File: config.mk
export PLATFORM = sky130hd
export DESIGN_NAME = alu_pipe
export DESIGN_NICKNAME = d
export VERILOG_FILES = /design/src/rtl/alu_pipe.sv
export SDC_FILE = /design/constraint.sdc
export NUM_CORES = 1
export LEC_CHECK = 0
export CORE_AREA = 8 8 98 144
export CTS_CLUSTER_SIZE = 30
export DETAILED_ROUTE_END_ITERATION = 16
export DIE_AREA = 0 0 106 152
export PLACE_DENSITY = 0.67
export REMOVE_ABC_BUFFERS = 1
export SKIP_LAST_GASP = 1
export SLEW_MARGIN = 0
export SYNTH_ARGS = -nofsm -noshare
export SYNTH_HDL_FRONTEND = slang
export SYNTH_SLANG_ARGS = --single-unit
File: constraint.sdc
create_clock -name clk_i -period 5.6 [get_ports clk_i]
set_input_delay 1.4 -clock clk_i [delete_from_list [all_inputs] [get_ports clk_i]]
set_output_delay 1.4 -clock clk_i [all_outputs]
set_load 0.02 [all_outputs]
File: src/rtl/alu_pipe.sv
// Registered ALU with valid/ready handshakes on both sides. Single-cycle ops
// (add/sub/logic/shift) have latency 1; MUL runs a WIDTH-step shift-add
// multiplier and has latency WIDTH+1. Flags C, V, Z, N are registered with s.
module alu_pipe #(
    parameter int unsigned WIDTH = 8
) (
    input  logic             clk_i,
    input  logic             rst_i,
    input  logic             in_valid_i,
    output logic             in_ready_o,
    input  logic [WIDTH-1:0] a_i,
    input  logic [WIDTH-1:0] b_i,
    input  logic [2:0]       op_i,
    output logic             out_valid_o,
    input  logic             out_ready_i,
    output logic [WIDTH-1:0] s_o,
    output logic             c_o,
    output logic             v_o,
    output logic             z_o,
    output logic             n_o
);

    localparam int unsigned SHW = $clog2(WIDTH);

    localparam logic [2:0] OpAdd = 3'd0;
    localparam logic [2:0] OpSub = 3'd1;
    localparam logic [2:0] OpAnd = 3'd2;
    localparam logic [2:0] OpOr  = 3'd3;
    localparam logic [2:0] OpXor = 3'd4;
    localparam logic [2:0] OpShl = 3'd5;
    localparam logic [2:0] OpShr = 3'd6;
    localparam logic [2:0] OpMul = 3'd7;

    typedef enum logic [0:0] {StIdle, StMul} state_e;

    state_e               state_q, state_d;
    logic [2*WIDTH-1:0]   mcand_q, mcand_d;
    logic [2*WIDTH-1:0]   acc_q, acc_d;
    logic [WIDTH-1:0]     mplier_q, mplier_d;
    logic [SHW-1:0]       cnt_q, cnt_d;
    logic                 out_valid_q, out_valid_d;
    logic [WIDTH-1:0]     s_q, s_d;
    logic                 c_q, c_d, v_q, v_d, z_q, z_d, n_q, n_d;

    logic                 accept;
    logic [WIDTH-1:0]     alu_s;
    logic                 alu_c, alu_v;
    logic [WIDTH:0]       wide;
    logic [SHW-1:0]       amt;
    logic [2*WIDTH-1:0]   acc_step;

    assign in_ready_o  = (state_q == StIdle) && (!out_valid_q || out_ready_i);
    assign accept      = in_valid_i && in_ready_o;
    assign out_valid_o = out_valid_q;
    assign s_o         = s_q;
    assign c_o         = c_q;
    assign v_o         = v_q;
    assign z_o         = z_q;
    assign n_o         = n_q;

    // Single-cycle datapath; shifts use a one-bit-wider vector so the last
    // bit shifted out lands in a fixed position (and is 0 for amount 0).
    always_comb begin
        alu_s = '0;
        alu_c = 1'b0;
        alu_v = 1'b0;
        wide  = '0;
        amt   = b_i[SHW-1:0];
        case (op_i)
            OpAdd: begin
                wide  = {1'b0, a_i} + {1'b0, b_i};
                alu_s = wide[WIDTH-1:0];
                alu_c = wide[WIDTH];
                alu_v = (a_i[WIDTH-1] == b_i[WIDTH-1]) && (alu_s[WIDTH-1] != a_i[WIDTH-1]);
            end
            OpSub: begin
                wide  = {1'b0, a_i} + {1'b0, ~b_i} + {{WIDTH{1'b0}}, 1'b1};
                alu_s = wide[WIDTH-1:0];
                alu_c = wide[WIDTH];
                alu_v = (a_i[WIDTH-1] != b_i[WIDTH-1]) && (alu_s[WIDTH-1] != a_i[WIDTH-1]);
            end
            OpAnd: alu_s = a_i & b_i;
            OpOr:  alu_s = a_i | b_i;
            OpXor: alu_s = a_i ^ b_i;
            OpShl: begin
                wide  = {1'b0, a_i} << amt;
                alu_s = wide[WIDTH-1:0];
                alu_c = wide[WIDTH];
            end
            OpShr: begin
                wide  = {a_i, 1'b0} >> amt;
                alu_s = wide[WIDTH:1];
                alu_c = wide[0];
            end
            default: ;
        endcase
    end

    // Partial product including the current multiplier bit.
    assign acc_step = acc_q + (mplier_q[0] ? mcand_q : '0);

    // Next-state: handshake bookkeeping, op dispatch and multiplier steps.
    always_comb begin
        state_d     = state_q;
        mcand_d     = mcand_q;
        acc_d       = acc_q;
        mplier_d    = mplier_q;
        cnt_d       = cnt_q;
        out_valid_d = out_valid_q;
        s_d         = s_q;
        c_d         = c_q;
        v_d         = v_q;
        z_d         = z_q;
        n_d         = n_q;

        if (out_valid_q && out_ready_i) begin
            out_valid_d = 1'b0;
        end

        case (state_q)
            StIdle: begin
                if (accept) begin
                    if (op_i == OpMul) begin
                        mcand_d  = {{WIDTH{1'b0}}, a_i};
                        mplier_d = b_i;
                        acc_d    = '0;
                        cnt_d    = '0;
                        state_d  = StMul;
                    end else begin
                        out_valid_d = 1'b1;
                        s_d         = alu_s;
                        c_d         = alu_c;
                        v_d         = alu_v;
                        z_d         = (alu_s == '0);
                        n_d         = alu_s[WIDTH-1];
                    end
                end
            end
            StMul: begin
                acc_d    = acc_step;
                mcand_d  = mcand_q << 1;
                mplier_d = mplier_q >> 1;
                cnt_d    = cnt_q + SHW'(1);
                // Output is guaranteed empty here: in_ready was 0 throughout.
                if (cnt_q == SHW'(WIDTH - 1)) begin
                    state_d     = StIdle;
                    out_valid_d = 1'b1;
                    s_d         = acc_step[WIDTH-1:0];
                    c_d         = (acc_step[2*WIDTH-1:WIDTH] != '0);
                    v_d         = 1'b0;
                    z_d         = (acc_step[WIDTH-1:0] == '0);
                    n_d         = acc_step[WIDTH-1];
                end
            end
            default: state_d = StIdle;
        endcase
    end

    // State registers with synchronous reset; reset discards any multiply.
    always_ff @(posedge clk_i) begin
        if (rst_i) begin
            state_q     <= StIdle;
            mcand_q     <= '0;
            acc_q       <= '0;
            mplier_q    <= '0;
            cnt_q       <= '0;
            out_valid_q <= 1'b0;
            s_q         <= '0;
            c_q         <= 1'b0;
            v_q         <= 1'b0;
            z_q         <= 1'b0;
            n_q         <= 1'b0;
        end else begin
            state_q     <= state_d;
            mcand_q     <= mcand_d;
            acc_q       <= acc_d;
            mplier_q    <= mplier_d;
            cnt_q       <= cnt_d;
            out_valid_q <= out_valid_d;
            s_q         <= s_d;
            c_q         <= c_d;
            v_q         <= v_d;
            z_q         <= z_d;
            n_q         <= n_d;
        end
    end

endmodule

==> impl_results.md, run 1 <==
- Seq/Total Area, Yosys: 0.229
- Synthesized cell area: between 4000 and 5000 sq um
- Top Usage Layer GRT: met2
- Clk_skew: between 0.01 and 0.015 ns
- Area of the multi-input gates: between 3000 and 4000 sq um
- Final period util: 0.764
- Post-synth EDFFs: 0
- Grt met1 use: 0.211
- Number of gates resized after cts: 0
- Rel. slew slack: 0.331
- Fin. max-slew vios: 0
- Vias in the first global route: ~4800
- Share of cells above drive strength 1: 0.0639
- Count leader, synth: nand2_1
- Core ar.: 12000 sq um
- Status: complete, no violations
- Pwr dens: 194 nW/um^2
- Top post-synthesis cells by area: dfxtp_1 (23%), ha_1 (11%), a21oi_1 (6.8%)
- ANT cells: 0
- TritonRoute pass-1 iters: 5
- Max VDD drop: 0.000130 V
- Cell count after synthesis: about 640
- Post-synth cell types: 70
- Worst EP required: just under 6 ns
- Drt wl/cell: 19.5 um
- Synth top area share: 0.229
- Die Y: ~150 um
- Largest family of logic cells by synthesized area: compound AO/OA/AOI/OAI gates
- Placed Cells: 803
- FF-to-FF setup slack: 2.24 ns
- Fin Hold WS: 0.456 ns
- DP HPWL: 12.2 mm
- Avg Inst Size Synth: 7.62 sq um
- Hold Path Class: register to register
- Met2 Usage GRT: 0.350
- Total die area: between 15000 and 20000 sq um
- Crit path DAT: roughly 4.5 ns
- Worst setup SP type: primary input
- CP Capture Type: register
- Synthesized flop and latch total: 56
- Area delta synth->final: 13.2%
- Synth Area in XOR/XNOR: 0.0301
- Via density: about 6
- Hold path cells: 2
- DRC: 0
- Crit Path Max Fanout: 15
- P_leak: 0.00214 uW
- CTS Buffer Depth: 2
- Yosys top cell by area: dfxtp_1
- Tot Pwr: about 1100 uW
- GRT Total Usage: 0.190
- PortBufs: 36
- Routed Antenna Nets: 0
- Filler instances: between 1000 and 1500
- Compound-gate portion of the synthesized area: 0.286
- # setup viols final: 0
- Ys flop type: dfxtp_1
- Maxcap violations: 0
- Final nets: about 730
- Min cycle time layout: 4.28 ns
- Simple-gate share of the synthesized area: 0.215
- Clock Pin Slew Worst Setup and Hold Paths: 0.07 ns
- Final Hold Fails: 0
- Top cells by count, synth: nand2_1 (69), a21oi_1 (67), dfxtp_1 (56)
- Final Util: 0.464
- Kind of critical path: primary input to register
- Setup_tns: 0 ns
- Register area: 1120 sq um
- Adder-Cell Fraction of Synth Area: 0.119
- Post-synthesis mux area share: 0.0595
- H-tree Lvls: 2
- Synth warn: 0
- Largest net degree at the start of global routing: 55
- IO Pins: 37
- Via count: between 4000 and 5000
- Clock root buffer master: clkbuf_16
- Num Clock Sinks: 56
- Drt initial violations: 320
- Worst-Margin Slew: 1.00 ns
- Initial core utilization: 0.410
- First-pass GRT wire length: 25.0 mm
- Site Rows: slightly below 50
- FMAX: around 230 MHz
- TritonCTS clock tree: built
- RSZ-0062 raised after global routing: false
- Clock buffer count from CTS: 5
- Remaining Overflow, GRT: 0
- Setup bufs post-CTS: 0
- Clk_lat worst skew: 0.30 ns
- Initial antenna violation count: 0
- WL final: 15.8 mm
- Final cell count without fillers: 810
- Met3 GRT Util: 0.0144
- Async set-reset flop share out of synthesis: 0
- Routability cong.: 0.944
- R2r worst-path depth: 11
- Die W: 106 um
- CTS Hold Bufs: 0
==> final timing paths <==
path                                          startpoint             endpoint
worst max-delay path                              b_i[2]     z_o$_SDFFE_PP0P_
worst min register to register       s_o[1]$_SDFFE_PP0P_  s_o[1]$_SDFFE_PP0P_
worst max register to register  mplier_q[0]$_SDFFE_PP0P_     c_o$_SDFFE_PP0P_
worst min-delay path                 s_o[1]$_SDFFE_PP0P_  s_o[1]$_SDFFE_PP0P_
==> metal layers <==
layer	share of wire	wire length, um
met5	0	0
met4	0.041	640
met3	0.045	716
met2	0.52	8260
met1	0.39	6180
==> state kept, by name, summed over array words and instances (netlist names), 3 cells and up <==
register	count
mplier_q	8
s_o	8
acc_q	16
cnt_q	3
mcand_q	16
==> critical path, stage by stage <==
cell             delay [ns]
clkdlybuf4s50_1        0.45
buf_4                  0.21
inv_1                  0.20
ha_1                   0.49
o21ai_1                0.15
a2111oi_0              0.71
o21ai_0                0.19
o21ai_1                0.12
xor2_1                 0.16
a21oi_1                0.12
a32o_1                 0.27
==> final cells by class <==
type                       count  share of cell area
timing repair buffer          48              0.0803
multi-input combinational    512               0.627
inverter                      34              0.0230
clock inverter                 2              0.0108
tap                          153              0.0345
sequential                    56               0.202
clock buffer                   5              0.0225
==> where the power goes <==
| group | internal, uW | leakage, uW | switching, uW | total, uW |
|---|---|---|---|---|
| logic | 104 | 0.00160 | 159 | 263 |
| clock network | 254 | 0.0000899 | 141 | 395 |
| registers | 408 | 0.000454 | 9.30 | 417 |
| total | 766 | 0.00214 | 309 | 1070 |
==> placed cells by master (no fill, tap or decap), drive strengths merged, types with 8 or more instances in the layout <==
master         instances
and2                  15
nor2                  53
nand3                 30
a21oi                 67
ha                    42
buf                   13
clkdlybuf4s50         35
o22ai                 11
mux2i                 10
nor2b                  8
nor3                  12
dfxtp                 56
o21ai                 35
inv                   32
a211oi                11
xnor2                  9
nand2                 69
a22oi                 20
o211ai                10
==> cell families after synthesis <==
logic type,count (synthesis)
simple gates,219
buf+inv,75
flops,56
mux,20
compound gates,212
fa+ha+maj,45
xor+xnor,16
==> metrics by stage <==
| stage | cell area [sq um] | setup slack (ns) |
|---|---|---|
| after CTS | 5550 | 1.36 |
| final | 5550 | 1.32 |
| after global routing | 5550 | 1.01 |
| after floorplan | 4730 | 2.20 |
| after global placement | 5360 | 1.09 |
| after detailed placement | 5360 | 1.05 |
Note: power is estimated with default switching activity, not from simulation.
==> run 2: changes to the inputs <==
- clock period: 5.6 -> 4.47 ns (I/O delays scaled with it)
==> run 2 against run 1 <==
Compared with the run above: sequential share of layout area is 0.12 points lower; count of clock-buffer cells in the layout stayed put; global-route usage is 0.23 points higher; die area stayed put; critical endpoint unchanged; first-iteration DRC count is 11% lower; largest power group unchanged.
==> impl_results.md, run 2 (synthesis results as in run 1) <==
- Fin. max-slew vios: 0 (unchanged)
- Drt initial violations: 284 (-11%)
- Status: complete, no violations
- Largest net degree at the start of global routing: 38 (-31%)
- Final nets: 735 (+1.4%)
- Total die area: 16100 sq um (unchanged)
- Final cell count without fillers: 821 (+1.4%)
- Vias in the first global route: 4837 (+1.1%)
- Core ar.: 12000 sq um (unchanged)
- First-pass GRT wire length: 25.3 mm (+0.94%)
- Share of cells above drive strength 1: 0.0793 (+0.0154)
- Clock buffer count from CTS: 5 (unchanged)
- Worst EP required: 4.71 ns (-1.08 ns)
- Drt wl/cell: 19.5 um (-0.17%)
- Final Hold Fails: 0 (unchanged)
- P_leak: 0.00218 uW (+1.5%)
- Rel. slew slack: 0.466 (+0.135)
- Remaining Overflow, GRT: 0 (unchanged)
- Leading cell type in the layout, fill and taps excluded: nand2_1
- Die W: 106 um (unchanged)
- Pwr dens: 224 nW/um^2 (+16%)
- Clock root buffer master: clkbuf_16
- Number of gates resized after cts: 0 (unchanged)
- Internal power: 855 uW (+12%)
- Comb pwr share: 0.271 (+0.026)
- RSZ-0062 raised after global routing: false
- Min cycle time layout: 3.84 ns
- WL final: 16.0 mm (+1.2%)
- Crit path DAT: 4.08 ns (-0.39 ns)
- DRC: 0 (unchanged)
- Placed Cells: 813 (+1.2%)
- Fin Hold WS: 0.453 ns (-0.00277 ns)
- Hold Path Class: register to register
- Num Clock Sinks: 56 (unchanged)
- Final period util: 0.859
- Crit Path Max Fanout: 6 (-9)
- Sw Share: 0.318 (+0.0307)
- Switch Pwr: 399 uW (+29%)
- CP Capture Type: register
- Site Rows: 49 (unchanged)
- Biggest regs: acc_q (16), mcand_q (16)
- Routed Antenna Nets: 0 (unchanged)
- CTS Buffer Depth: 2 (unchanged)
- PortBufs: 36 (unchanged)
- Most frequent cells in the layout: nand2_1 (69), a21oi_1 (67), dfxtp_1 (55)
- Worst setup SP type: primary input
- IO Pins: 37 (unchanged)
- TritonCTS clock tree: built
- Area delta synth->final: 13.9%
- Clock Pin Slew Worst Setup and Hold Paths: 0.07 ns (about the same)
- Clk_skew: 0.00428 ns (-0.00842 ns)
- Routability cong.: 0.993 (+5.2%)
- Filler instances: 1229 (+1.6%)
- Maxcap violations: 0 (unchanged)
- H-tree Lvls: 2 (unchanged)
- Die Y: 152 um (unchanged)
- CTS Hold Bufs: 0 (unchanged)
- Clock power share: 0.312 (-0.055)
- Max VDD drop: 0.000134 V (+3.2%)
- TritonRoute pass-1 iters: 5 (unchanged)
- Kind of critical path: primary input to register
- Worst-Margin Slew: 0.799 ns (-0.202 ns)
- ANT cells: 0 (unchanged)
- GRT Total Usage: 0.193 (+0.00225)
- Part of the power in registers: 0.417 (+0.029)
- Initial antenna violation count: 0 (unchanged)
- Initial core utilization: 0.410 (unchanged)
- # setup viols final: 0 (unchanged)
- Setup bufs post-CTS: 0 (unchanged)
- Via density: 6.05 (-0.23%)
- Setup_tns: 0 ns (unchanged)
- FMAX: 260 MHz
- Clk_lat worst skew: 0.29 ns (about the same)
- DP HPWL: 12.5 mm (+2.9%)
- Via count: 4966 (+1.1%)
[run 2: power groups by stage]
stage / logic [uW] / clock network [uW] / registers, uW
finish: 340 / 391 / 523
detailed placement: 335 / 0 / 534
floorplan: 171 / 0 / 543
CTS: 336 / 400 / 523
global placement: 334 / 0 / 534
global route: 366 / 417 / 524
[run 2: cell type report]
type,count,area (sq um),share of cell area
multi-input cells,512,3480,0.623
flip-flops and latches,56,1120,0.201
repair buffers,58,520,0.0932
well taps,153,191,0.0343
inverters,34,128,0.0229
clock buffers,5,125,0.0224
clock inverters,3,18.8,0.00336
[run 2: worst paths after layout]
check	slack, ns	to	startpoint	depth (start not counted)
setup / recovery	0.63	z_o$_SDFFE_PP0P_	a_i[0]	12
hold / removal	0.45	mplier_q[1]$_SDFFE_PP0P_	mplier_q[1]$_SDFFE_PP0P_	2
setup reg to reg	1.07	c_o$_SDFFE_PP0P_	mplier_q[0]$_SDFFE_PP0P_	11
hold reg to reg	0.45	mplier_q[1]$_SDFFE_PP0P_	mplier_q[1]$_SDFFE_PP0P_	2
[run 2: worst max-delay path: stages]
cell and delay (ns):
clkdlybuf4s50_1 0.58, inv_1 0.12, ha_1 0.24, fa_1 0.39, or2_2 0.30, a21oi_1 0.15
o22ai_1 0.10, xor2_1 0.15, a211oi_1 0.42, nand2_1 0.10, nor4_1 0.21, a32o_1 0.20
[run 2: stage by stage]
| step | total power, uW | cell area (sq um) | util | setup WS, ns |
|---|---|---|---|---|
| after floorplan | 713 | 4730 | - | 1.35 |
| after global placement | 868 | 5440 | 0.455 | 0.432 |
| after detailed placement | 869 | 5440 | 0.455 | 0.307 |
| after CTS | 1260 | 5580 | 0.467 | 0.617 |
| after global routing | 1310 | 5580 | 0.467 | 0.359 |
| final | 1250 | 5580 | 0.467 | 0.630 |
[run 2: layer usage]
layer	GRT usage	routed length, um
met5	0	0
met1	0.212	6350
met4	0.100	729
met2	0.351	8350
met3	0.0195	553
==> run 3: changes to the inputs <==
- ABC_AREA: not set -> 1
- CORE_AREA: 8 8 98 144 -> 8 8 101 148
- DIE_AREA: 0 0 106 152 -> 0 0 109 156
==> run 3 against run 2 <==
Compared with the run above: sequential power up 0.8%; sequential share of layout area down 0.85 points; critical path depth down 8; core utilization down 1.3 points; largest cell class unchanged; routed wire length up 1.2%.
==> impl_results.md, run 3 <==
- TritonCTS clock tree: built
- Synth warn: 0 (unchanged)
- Via count: 5551 (+12%)
- Largest net degree at the start of global routing: 45 (+18%)
- Cell count after synthesis: 882 (+37%)
- Final Hold Fails: 0 (unchanged)
- Initial antenna violation count: 0 (unchanged)
- Drt wl/cell: 15.3 um (-21%)
- Core ar.: 12800 sq um (+7.3%)
- Clock Pin Slew Worst Setup and Hold Paths: 0.08 ns (about the same)
- WL final: 16.2 mm (+1.2%)
- Top post-synthesis cells by area: nand2_1 (22%), dfxtp_1 (21%), ha_1 (10%)
- Max VDD drop: 0.000143 V (+6.8%)
- Crit path capture: in_ready_o
- Synth top area share: 0.222 (-0.00647)
- Via density: 5.25 (-13%)
- Die W: 109 um (+2.8%)
- Worst Setup SP: out_ready_i
- CTS Buffer Depth: 2 (unchanged)
- Maxcap violations: 0 (unchanged)
- CTS Hold Bufs: 0 (unchanged)
- R2R Path Start: mplier_q[0]$_SDFFE_PP0P_
- RSZ-0062 raised after global routing: false
- Post-synth cell types: 42 (-40%)
- Final nets: 966 (+31%)
- Biggest regs: acc_q (16), mcand_q (16)
- Clock root buffer master: clkbuf_16
- Worst EP required: 3.35 ns (-1.36 ns)
- Remaining Overflow, GRT: 0 (unchanged)
- Worst setup SP type: primary input
- Routed Antenna Nets: 0 (unchanged)
- Area delta synth->final: 11.2%
- Synthesized flop and latch total: 56 (unchanged)
- Final period util: 0.783 (-0.0762)
- First-pass GRT wire length: 26.7 mm (+5.8%)
- Hold Path Class: register to register
- ANT cells: 0 (unchanged)
- Beginning of the worst hold path: cnt_q[1]$_SDFFE_PP0P_
- Fin. max-slew vios: 0 (unchanged)
- IO Pins: 37 (unchanged)
- Clk_skew: 0.00716 ns (+0.00288 ns)
- GRT Total Usage: 0.197 (+0.00387)
- Clk_lat worst skew: 0.30 ns (about the same)
- Post-synth EDFFs: 0 (unchanged)
- Status: complete, no violations
- Setup_tns: 0 ns (unchanged)
- Die Y: 156 um (+2.6%)
- Vias in the first global route: 5405 (+12%)
- Count leader, synth: nand2_1
- Number of gates resized after cts: 0 (unchanged)
- Async set-reset flop share out of synthesis: 0 (unchanged)
- Leading cell type in the layout, fill and taps excluded: nand2_1
- P_leak: 0.00296 uW (+36%)
- Num Clock Sinks: 56 (unchanged)
- Initial core utilization: 0.408 (-0.00179)
- Share of cells above drive strength 1: 0.0501 (-0.0293)
- Routability cong.: 0.972 (-2.2%)
- # setup viols final: 0 (unchanged)
- DRC: 0 (unchanged)
- FMAX: 286 MHz (+9.7%)
- Clock buffer count from CTS: 5 (unchanged)
- Rel. slew slack: 0.460 (-0.00643)
- Top cells by count, synth: nand2_1 (310), inv_1 (108), nand3_1 (95)
- Ys flop type: dfxtp_1
- Avg Inst Size Synth: 5.94 sq um (-22%)
- Drt initial violations: 384 (+35%)
- Crit Path Max Fanout: 2 (-4)
- Filler instances: 1391 (+13%)
- Seq/Total Area, Yosys: 0.214 (-0.0146)
- DP HPWL: 12.9 mm (+3.1%)
- Total die area: 17000 sq um (+5.5%)
- FF-to-FF setup slack: 1.98 ns (+0.91 ns)
- CP Capture Type: output port
- Most frequent cells in the layout: nand2_1 (310), inv_1 (108), nand3_1 (95)
- Min cycle time layout: 3.50 ns (-0.340 ns)
- PortBufs: 36 (unchanged)
- H-tree Lvls: 2 (unchanged)
- R2r worst-path depth: 15 (+4)
- Site Rows: 51 (+4.1%)
- Pwr dens: 228 nW/um^2 (+1.5%)
- Worst-Margin Slew: 0.809 ns (+0.0107 ns)
- Kind of critical path: primary input to output port
- Tot Pwr: 1330 uW (+5.8%)
- Synthesized cell area: 5240 sq um (+6.8%)
- Yosys top cell by area: nand2_1
- Reg-to-Reg End: c_o$_SDFFE_PP0P_
- TritonRoute pass-1 iters: 5 (unchanged)
- Setup bufs post-CTS: 0 (unchanged)
- Crit path DAT: 2.38 ns (-1.70 ns)
==> run 3: worst min path at each step <==
stage,endpoint,slack (ns),cells past startpoint
2_1_floorplan,mcand_q[15]$_SDFFE_PP0P_,0.43,2
3_3_place_gp,acc_q[4]$_SDFFE_PP0P_,0.45,2
3_5_place_dp,acc_q[3]$_SDFFE_PP0P_,0.46,2
4_1_cts,cnt_q[1]$_SDFFE_PP0P_,0.47,2
5_1_grt,cnt_q[2]$_SDFFE_PP0P_,0.49,2
6_report,cnt_q[1]$_SDFFE_PP0P_,0.47,2
==> run 3: layout make-up <==
cell class | instances | area [sq um] | area share
clock inverter | 3 | 46.3 | 0.00795
multi-input combinational | 678 | 3480 | 0.598
inverter | 113 | 432 | 0.0741
timing repair buffer | 44 | 415 | 0.0714
clock buffer | 5 | 125 | 0.0215
sequential | 56 | 1120 | 0.193
tap | 159 | 199 | 0.0342
==> run 3: critical path: stages <==
cell and delay [ns]:
clkdlybuf4s50_1 0.45, nor2_1 0.05, nor2_1 0.13, clkdlybuf4s50_1 0.63
==> run 3: routing by layer <==
metal  track usage  up-vias  part of all wire
met3        0.0190       56             0.036
li1              -     2846                 -
met4         0.134        0             0.066
met2         0.360      166              0.52
met5             0        -                 0
met1         0.202     2483              0.38
==> run 3: cells by family after synthesis <==
kind of cell,share of synthesized area
buffers and inverters,0.121
AO/OA/AOI/OAI,0.102
XOR/XNOR,0.0151
flip-flops,0.214
adder cells (fa/ha/maj),0.112
AND/OR/NAND/NOR,0.436
==> run 3: per-stage QoR <==
step | instance area, sq um | hold WS [ns] | worst slack (ns) | utilization | instances
floorplan | 5030 | 0.435 | 1.11 | - | 847
global placement | 5650 | 0.454 | 0.829 | 0.441 | 1050
detailed placement | 5650 | 0.462 | 0.842 | 0.441 | 1050
CTS | 5820 | 0.472 | 0.945 | 0.454 | 1058
global route | 5820 | 0.493 | 0.911 | 0.454 | 1058
finish | 5820 | 0.469 | 0.971 | 0.454 | 1058
==> run 3: where the power goes <==
part	switching (uW)	internal, uW	total (uW)	leakage (uW)
Clock	198	268	465	0.0000857
Sequential	13.9	513	527	0.000454
Combinational	216	117	334	0.00242
Total	428	899	1330	0.00296
